### config.mk
export PLATFORM = sky130hd
export DESIGN_NAME = sdram_init_seq
export DESIGN_NICKNAME = d
export VERILOG_FILES = /design/src/rtl/sdram_init_seq.sv
export SDC_FILE = /design/constraint.sdc
export NUM_CORES = 1
export LEC_CHECK = 0
export CORE_ASPECT_RATIO = 1.5
export CORE_MARGIN = 5
export CORE_UTILIZATION = 48
export CTS_CLUSTER_SIZE = 20
export DETAILED_ROUTE_END_ITERATION = 10
export PLACE_DENSITY = 0.76
export SETUP_SLACK_MARGIN = 0.4
export SYNTH_ARGS = -nofsm -noshare
export SYNTH_HDL_FRONTEND = slang
export SYNTH_SLANG_ARGS = --single-unit
### constraint.sdc
create_clock -name sdram_clk -period 2 [get_ports sdram_clk]
set_input_delay 0.4 -clock sdram_clk [delete_from_list [all_inputs] [get_ports sdram_clk]]
set_output_delay 0.4 -clock sdram_clk [all_outputs]
set_load 0.1 [all_outputs]
### src/rtl/sdram_init_seq.sv
// SDRAM power-up / re-init command sequencer: PWR wait, PRECHARGE-all, N x AUTO-REFRESH, LOAD-MODE-REGISTER.
// Latency: all outputs registered; each command lasts one cycle, and gaps are NOP counted by a 16-bit down-counter.
// Backpressure: none. The sequence is self-timed, and init_req is honoured only in DONE.
module sdram_init_seq #(
    parameter int                PWR_WAIT  = 500,
    parameter int                T_RP      = 2,
    parameter int                T_RFC     = 7,
    parameter int                REF_COUNT = 2,
    parameter int                T_MRD     = 2,
    parameter int                ADDR_W    = 12,
    parameter logic [ADDR_W-1:0] MODE_REG  = ADDR_W'(12'h033)
) (
    input  logic              sdram_clk,
    input  logic              sdram_resetn,
    input  logic              init_req,
    output logic              sdr_cke,
    output logic              sdr_cs_n,
    output logic              sdr_ras_n,
    output logic              sdr_cas_n,
    output logic              sdr_we_n,
    output logic [1:0]        sdr_ba,
    output logic [ADDR_W-1:0] sdr_addr,
    output logic              sdr_init_done,
    output logic [2:0]        init_state
);

    typedef enum logic [2:0] {
        S_PWR  = 3'd0,
        S_PRE  = 3'd1,
        S_TRP  = 3'd2,
        S_AREF = 3'd3,
        S_TRFC = 3'd4,
        S_LMR  = 3'd5,
        S_TMRD = 3'd6,
        S_DONE = 3'd7
    } state_t;

    // {cs_n, ras_n, cas_n, we_n}
    localparam logic [3:0] CMD_NOP  = 4'b1111;
    localparam logic [3:0] CMD_PRE  = 4'b0010;
    localparam logic [3:0] CMD_AREF = 4'b0001;
    localparam logic [3:0] CMD_LMR  = 4'b0000;

    state_t            state, state_nxt;
    logic [15:0]       cnt, cnt_nxt;
    logic [3:0]        ref_cnt, ref_cnt_nxt;
    logic [3:0]        cmd_nxt;
    logic [ADDR_W-1:0] addr_nxt;
    logic              done_nxt;

    assign init_state = state;

    // Next-state, gap counter, refresh counter and next-cycle command pins.
    always_comb begin
        state_nxt   = state;
        cnt_nxt     = cnt;
        ref_cnt_nxt = ref_cnt;
        cmd_nxt     = CMD_NOP;
        addr_nxt    = '0;
        done_nxt    = 1'b0;

        case (state)
            // cke is still low on the first edge after reset release; that edge
            // only raises cke, so the NOP count starts at cycle 1.
            S_PWR:  if (sdr_cke && cnt == 16'd1) state_nxt = S_PRE;
            S_PRE:  state_nxt = S_TRP;
            S_TRP:  if (cnt == 16'd1) state_nxt = S_AREF;
            S_AREF: state_nxt = S_TRFC;
            S_TRFC: if (cnt == 16'd1)
                        state_nxt = (ref_cnt < 4'(REF_COUNT)) ? S_AREF : S_LMR;
            S_LMR:  state_nxt = S_TMRD;
            S_TMRD: if (cnt == 16'd1) state_nxt = S_DONE;
            S_DONE: if (init_req) state_nxt = S_PRE;
            default: state_nxt = S_PWR;
        endcase

        // Reload the gap length on every state change, otherwise count down to 1.
        if (state_nxt != state) begin
            case (state_nxt)
                S_TRP:   cnt_nxt = 16'(T_RP);
                S_TRFC:  cnt_nxt = 16'(T_RFC);
                S_TMRD:  cnt_nxt = 16'(T_MRD);
                default: cnt_nxt = 16'd1;
            endcase
        end else if (state == S_PWR && !sdr_cke) begin
            cnt_nxt = cnt;
        end else if (cnt > 16'd1) begin
            cnt_nxt = cnt - 16'd1;
        end

        // The refresh count restarts with every precharge so a re-init issues the full set.
        if (state_nxt == S_PRE)
            ref_cnt_nxt = 4'd0;
        else if (state == S_AREF)
            ref_cnt_nxt = ref_cnt + 4'd1;

        case (state_nxt)
            S_PRE: begin
                cmd_nxt      = CMD_PRE;
                addr_nxt[10] = 1'b1;
            end
            S_AREF: cmd_nxt = CMD_AREF;
            S_LMR: begin
                cmd_nxt  = CMD_LMR;
                addr_nxt = MODE_REG;
            end
            default: cmd_nxt = CMD_NOP;
        endcase
        done_nxt = (state_nxt == S_DONE);
    end

    // State, counters and registered SDRAM pins.
    always_ff @(posedge sdram_clk or negedge sdram_resetn) begin
        if (!sdram_resetn) begin
            state         <= S_PWR;
            cnt           <= 16'(PWR_WAIT);
            ref_cnt       <= 4'd0;
            sdr_cke       <= 1'b0;
            sdr_cs_n      <= 1'b1;
            sdr_ras_n     <= 1'b1;
            sdr_cas_n     <= 1'b1;
            sdr_we_n      <= 1'b1;
            sdr_ba        <= 2'b00;
            sdr_addr      <= '0;
            sdr_init_done <= 1'b0;
        end else begin
            state         <= state_nxt;
            cnt           <= cnt_nxt;
            ref_cnt       <= ref_cnt_nxt;
            sdr_cke       <= 1'b1;
            sdr_cs_n      <= cmd_nxt[3];
            sdr_ras_n     <= cmd_nxt[2];
            sdr_cas_n     <= cmd_nxt[1];
            sdr_we_n      <= cmd_nxt[0];
            sdr_ba        <= 2'b00;
            sdr_addr      <= addr_nxt;
            sdr_init_done <= done_nxt;
        end
    end

endmodule
-- Word-level counts from Yosys, hierarchy flattened
Index checks and enable logic that the tools add are counted.
- register bits: 40
- input port bits: 3
- output and inout bits: 23
- word-level logic and storage cells: 55
- $add $sub $neg: 2
- magnitude comparators: 2
- eq/ne operators: 17
- mux-type cells: 16
- reductions and logical operators: 8
- operator list (kind ; number):
    2-to-1 mux 16 bit ; 3
    == test 3 bit, second input constant ; 8
    case mux 3 bit (8 select lines) ; 1
    2-to-1 mux 3 bit ; 6
    == test 16 x 1 -> 1 bit, second input constant ; 1
    greater-than comparator 16 x 1 -> 1 bit, second input constant ; 1
    subtractor 16 x 1 -> 16 bit, second input constant ; 1
    == test 3 x 2 -> 1 bit, second input constant ; 4
    case mux 4 bit (3 select lines) ; 1
    2-to-1 mux 4 bit ; 2
    == test 3 x 1 -> 1 bit, second input constant ; 2
    2-to-1 mux 6 bit ; 1
    case mux 3 bit (2 select lines) ; 1
    adder 4 x 1 -> 4 bit, second input constant ; 1
    < comparator 4 x 2 -> 1 bit, second input constant ; 1
    nonzero test 2 bit ; 2
    logical NOT 3 bit ; 1
    inequality test 3 bit ; 1
    logical AND 1 bit ; 2
    inequality test 2 bit, second input constant ; 1
    AND reduction 2 bit ; 1
    OR reduction 2 bit ; 1
    logical NOT 1 bit ; 1
    2-to-1 mux 1 bit ; 1

-- Longest topological paths before layout
- depth in word-level cells: 8
- mapped depth: 8
- depth with buffers taken out: 7

-- Worst setup path after synthesis
Ideal clock, no wire load.
- path type: register -> register
- start: register state[0], in the netlist init_state[0]
- end: register cnt[10]
- library setup time: 132 ps
- data arrival time: 2067 ps
- data required time: 1868 ps
- setup slack: -198 ps
- cell stages (with the launch flop): 7
- path buffers: 2
- period minus slack after synthesis: 2198 ps
- cell sequence: dfrtp_1 clkbuf_1 or4_1 o21ai_0 a21oi_2 clkbuf_1 nor2_1
- longest elaborated chain between the ends: 5
- elaborated cells on any way between the ends: 20
- those cells by class: eq/ne (9); mux (7); reduce/logical (4)
- RTL lines (element ; RTL line ; RTL):
    start: declaration ; 44 ; state_t state, state_nxt;
    start signal: assignment ; 127 ; state <= state_nxt;
    == test 3 bit (tied with other cells) ; 62 ; case (state)
    case mux 3 bit (8 select lines) ; 62 ;
    inequality test 3 bit ; 78 ; if (state_nxt != state) begin
    inequality test 2 bit (no line) or nonzero test 2 bit (tied branches) ; - ;
    AND reduction 2 bit (no line) ; - ;
    end signal: assignment ; 116 ; cnt <= 16'(PWR_WAIT);
    end signal: assignment ; 128 ; cnt <= cnt_nxt;
    end: declaration ; 45 ; logic [15:0] cnt, cnt_nxt;
Several ways; a longest one is shown, not always the timed one.
A chain may end at the register's enable or synchronous reset.

-- Worst setup path after layout
- start: register cnt[2]
- end: register cnt[9]
- longest elaborated chain between the ends: 7
- elaborated cells on any way between the ends: 16
- those cells by class: add/sub (1); order compare (1); eq/ne (3); mux (8); reduce/logical (3)
- RTL lines (element ; RTL line ; RTL):
    == test 16 x 1 -> 1 bit ; - ;
    logical AND 1 bit ; 65 ; S_PWR: if (sdr_cke && cnt == 16'd1) state_nxt = S_PRE;
    2-to-1 mux 3 bit ; 65 ;
    case mux 3 bit (8 select lines) ; 62 ;
    inequality test 3 bit ; 78 ;
    inequality test 2 bit (no line) or nonzero test 2 bit (tied branches) ; - ;
    AND reduction 2 bit (no line) ; - ;
Several ways; a longest one is shown, not always the timed one. The select of a mux whose other input is x is not followed.

==> results.sh <==
export IMPL_critical_path_class="flip-flop to flip-flop"
export IMPL_power_leakage_nw=1.05
export IMPL_nNetsFinal=228
export IMPL_crit_required_ps=2220
export IMPL_synth_adder_area_share_pct=2.24
export IMPL_status="finished with violations"
export IMPL_pwr_share_comb_pct=7.8
export IMPL_period_minus_slack_ps=2110
export IMPL_clk_latency_ps=290
export IMPL_crit_path_max_incr_delay_ps=580
export IMPL_violations="setup timing"
export IMPL_routabilityCongestion=0.841
export IMPL_cts_buffer_depth=2
export IMPL_power_share_clock_pct=45.8
export IMPL_cts_root_buf="clkbuf_8"
export IMPL_hp_class="input pin to async pin"
export IMPL_critPathMaxFanout=4
export IMPL_n_antenna_cell=0
export IMPL_via_per_inst=5.74
export IMPL_first_pass_iters=4
export IMPL_arrival_ps=2330
export IMPL_dp_hpwl_um=2810
export IMPL_cts_tree="yes"
export IMPL_overflow=0
export IMPL_postSynthCellCount=175
export IMPL_synth_xor_area_share_pct=5.23
export IMPL_vias=1522
export IMPL_groute_usage_overall_pct=20.9
export IMPL_maxCapViolations=0
export IMPL_drc=0
export IMPL_p_sw_w=0.000334
export IMPL_ys_ff_latch=30
export IMPL_worst_clock_skew_ps=2.34
export IMPL_seqPwrFrac_pct=46.5
export IMPL_num_rows=26
export IMPL_finalWorstSetupSlack_ps=-109
export IMPL_finalCritPeriodShare_pct=105
export IMPL_drive_gt1_share_pct=52.9
export IMPL_syn_area_um2=1680
export IMPL_setup_worst_path_end_class="flip-flop"
export IMPL_drtAntennaViolNets=0
export IMPL_hold_violations=0
export IMPL_grt_max_degree=31
export IMPL_maxSlewViolCount=0
export IMPL_synthMuxAreaShare_pct=0.597
export IMPL_final_common_cell="buf_4"
export IMPL_rsz0062_at_grt="yes"
export IMPL_synth_ff_type="dfrtp_1"
export IMPL_clk_pin_slew_ps=70
export IMPL_ctsHoldBuffers=0
export IMPL_crit_family="simple AND/OR/NAND/NOR gates"
export IMPL_relSlewSlack_pct=54.5
export IMPL_ff2ff_setup_slack_ps=-110
export IMPL_die_area_um2=4800
export IMPL_async_flop_share_pct=100
export IMPL_portBuffers=16
export IMPL_synth_top_family_by_area="simple AND/OR/NAND/NOR gates"
export IMPL_synth_compound_area_share_pct=14.6
export IMPL_final_setup_tns_ps=-707
export IMPL_synth_simple_area_share_pct=22.9
export IMPL_p_int_w=0.000981
export IMPL_powerDensity_nw_per_um2=517
export IMPL_fmax_ghz=0.474
export IMPL_crit_slowest_cell="or4_4"
export IMPL_cts_inserted_buffers=5
export IMPL_path_buf_inv=2
export IMPL_synth_cell_type_count=42
export IMPL_fp_dieH_um=82.4
export IMPL_core_area_um2=3380
export IMPL_tightest_slew_ps=680
export IMPL_power_w=0.00131
export IMPL_synthToLayoutAreaGrowth_pct=51.7
export IMPL_final_cell_mix="34 x buf_4, 14 x dfrtp_1, 12 x nor2_1"
export IMPL_irDropWorstVdd_mv=0.581
export IMPL_die_w_um=58.2
export IMPL_h_tree_depth=2
export IMPL_synth_edff_count=0
export IMPL_crit_path_frequent_cell="buf_6"
export IMPL_worstReg2RegStart="cnt[2]"
export IMPL_reg2reg_to="cnt[9]"
export IMPL_grt_first_pass_wirelength_um=7600
export IMPL_start_util_pct=49.5
export IMPL_fillCellCount=229
export IMPL_avgSynthCellArea_um2=9.57
export IMPL_antenna_found_initial=0
export IMPL_drt_iter0_markers=51
export IMPL_worstSetupStartpointType="flip-flop"
export IMPL_final_util_pct=75.1
export IMPL_final_seq_area_um2=782
export IMPL_wire_per_inst_um=18.3
export IMPL_io_pins=26
export IMPL_reg2reg_depth=7
export IMPL_finalSetupViolations=9
export IMPL_first_global_vias=1620
export IMPL_worstPathCellList="or4_4, buf_6, nor4_4, a211o_1, buf_6, o21ai_2, a21oi_2"
export IMPL_swShare_pct=25.4
export IMPL_finalWirelength_um=4840
export IMPL_ys_warn_count=0
export IMPL_multi_input_area_um2=1080
export IMPL_cts_sinks=30
export IMPL_synth_yosys_seq_area_share_pct=45.5
==> area by class of cell <==
cell class	instances	share of cell area, %
Multi-Input combinational cell	131	42.5
Sequential cell	30	30.8
Timing Repair Buffer	51	19.9
Clock buffer	5	2.71
Tap cell	42	2.07
Clock inverter	3	1.58
Inverter	3	0.443
==> Yosys cell counts (2+ instances only) <==
library cell / instances / area share [%]
o21ai_0: 9 / 2.7
conb_1: 2 / 0.45
nand2_1: 11 / 2.5
nand3_1: 4 / 1.2
a211oi_1: 2 / 0.90
nor2_1: 13 / 2.9
o22a_1: 2 / 1.0
xor2_1: 6 / 3.1
nand4_1: 2 / 0.75
inv_1: 3 / 0.67
or3_1: 4 / 1.5
o22ai_1: 2 / 0.75
or3_2: 2 / 0.90
nor3_1: 2 / 0.60
dfrtp_1: 21 / 31
o31ai_1: 5 / 2.2
or2_2: 3 / 1.1
nor3b_1: 2 / 0.90
dfstp_2: 9 / 14
nor2b_1: 2 / 0.75
nor4_1: 6 / 2.2
or4_1: 6 / 2.7
ha_1: 3 / 2.2
a21oi_1: 13 / 3.9
xnor2_1: 4 / 2.1
nand2b_1: 5 / 1.9
buf_4: 14 / 6.3
clkbuf_1: 4 / 0.90
==> state kept, by name, indices dropped and copies added (netlist names) <==
register / cells
cnt: 16
ref_cnt: 4
init_state: 3
sdr_addr: 2
sdr_cas_n: 1
sdr_cke: 1
sdr_cs_n: 1
sdr_init_done: 1
sdr_we_n: 1
==> stage by stage <==
step	setup WS, ps	std cells	cell area (um2)	hold slack (ps)
after floorplan	-0.611	183	1750	104
after global placement	-39.2	241	2020	512
after detailed placement	-177	241	2020	537
after CTS	-19.2	259	2380	510
after global routing	-181	265	2540	537
final	-109	265	2540	494
==> logic make-up after synthesis <==
family,Yosys count
and+or+nand+nor,67
buffers and inverters,23
muxes,1
adders and majority gates,3
DFF,30
AOI/OAI and AO/OA,39
other,2
xor gates and xnor gates,10
==> layer usage <==
layer  GRT usage, %  share of wire [%]  wire length, um  vias to the layer above
met4           9.05                2.8              136                        0
met3           3.89                2.6              127                       15
li1               -                  -                -                      700
met1           21.3                 35             1710                      775
met5              0                  0                0                        -
met2           40.6                 59             2870                       32
==> how the worst max path moves through the flow <==
stage,from,end,slack [ps],depth (start not counted)
2_1_floorplan,cnt[4],cnt[13],-0.6,6
3_3_place_gp,cnt[3],cnt[9],-40,5
3_5_place_dp,cnt[3],cnt[15],-180,5
4_1_cts,cnt[10],cnt[15],-20,4
5_1_grt,cnt[2],cnt[9],-180,7
6_report,cnt[2],cnt[9],-110,7
==> power groups by stage <==
stage / combinational, W / clock, W / sequential [W]
floorplan: 0.0000877 / 0 / 0.000629
global placement: 0.000101 / 0 / 0.000621
detailed placement: 0.000102 / 0 / 0.000621
CTS: 0.000102 / 0.000605 / 0.000611
global route: 0.000106 / 0.000632 / 0.000611
finish: 0.000102 / 0.000602 / 0.000611
==> what timing repair did <==
item | 4_1_cts | 5_1_grt
gates cloned | 1 | 0
endpoints found under the setup margin | 29 | 29
buffers inserted | 9 | 6
resized for setup | 35 | 24
pin swaps | 24 | 21
(Power assumes the default switching activity.)
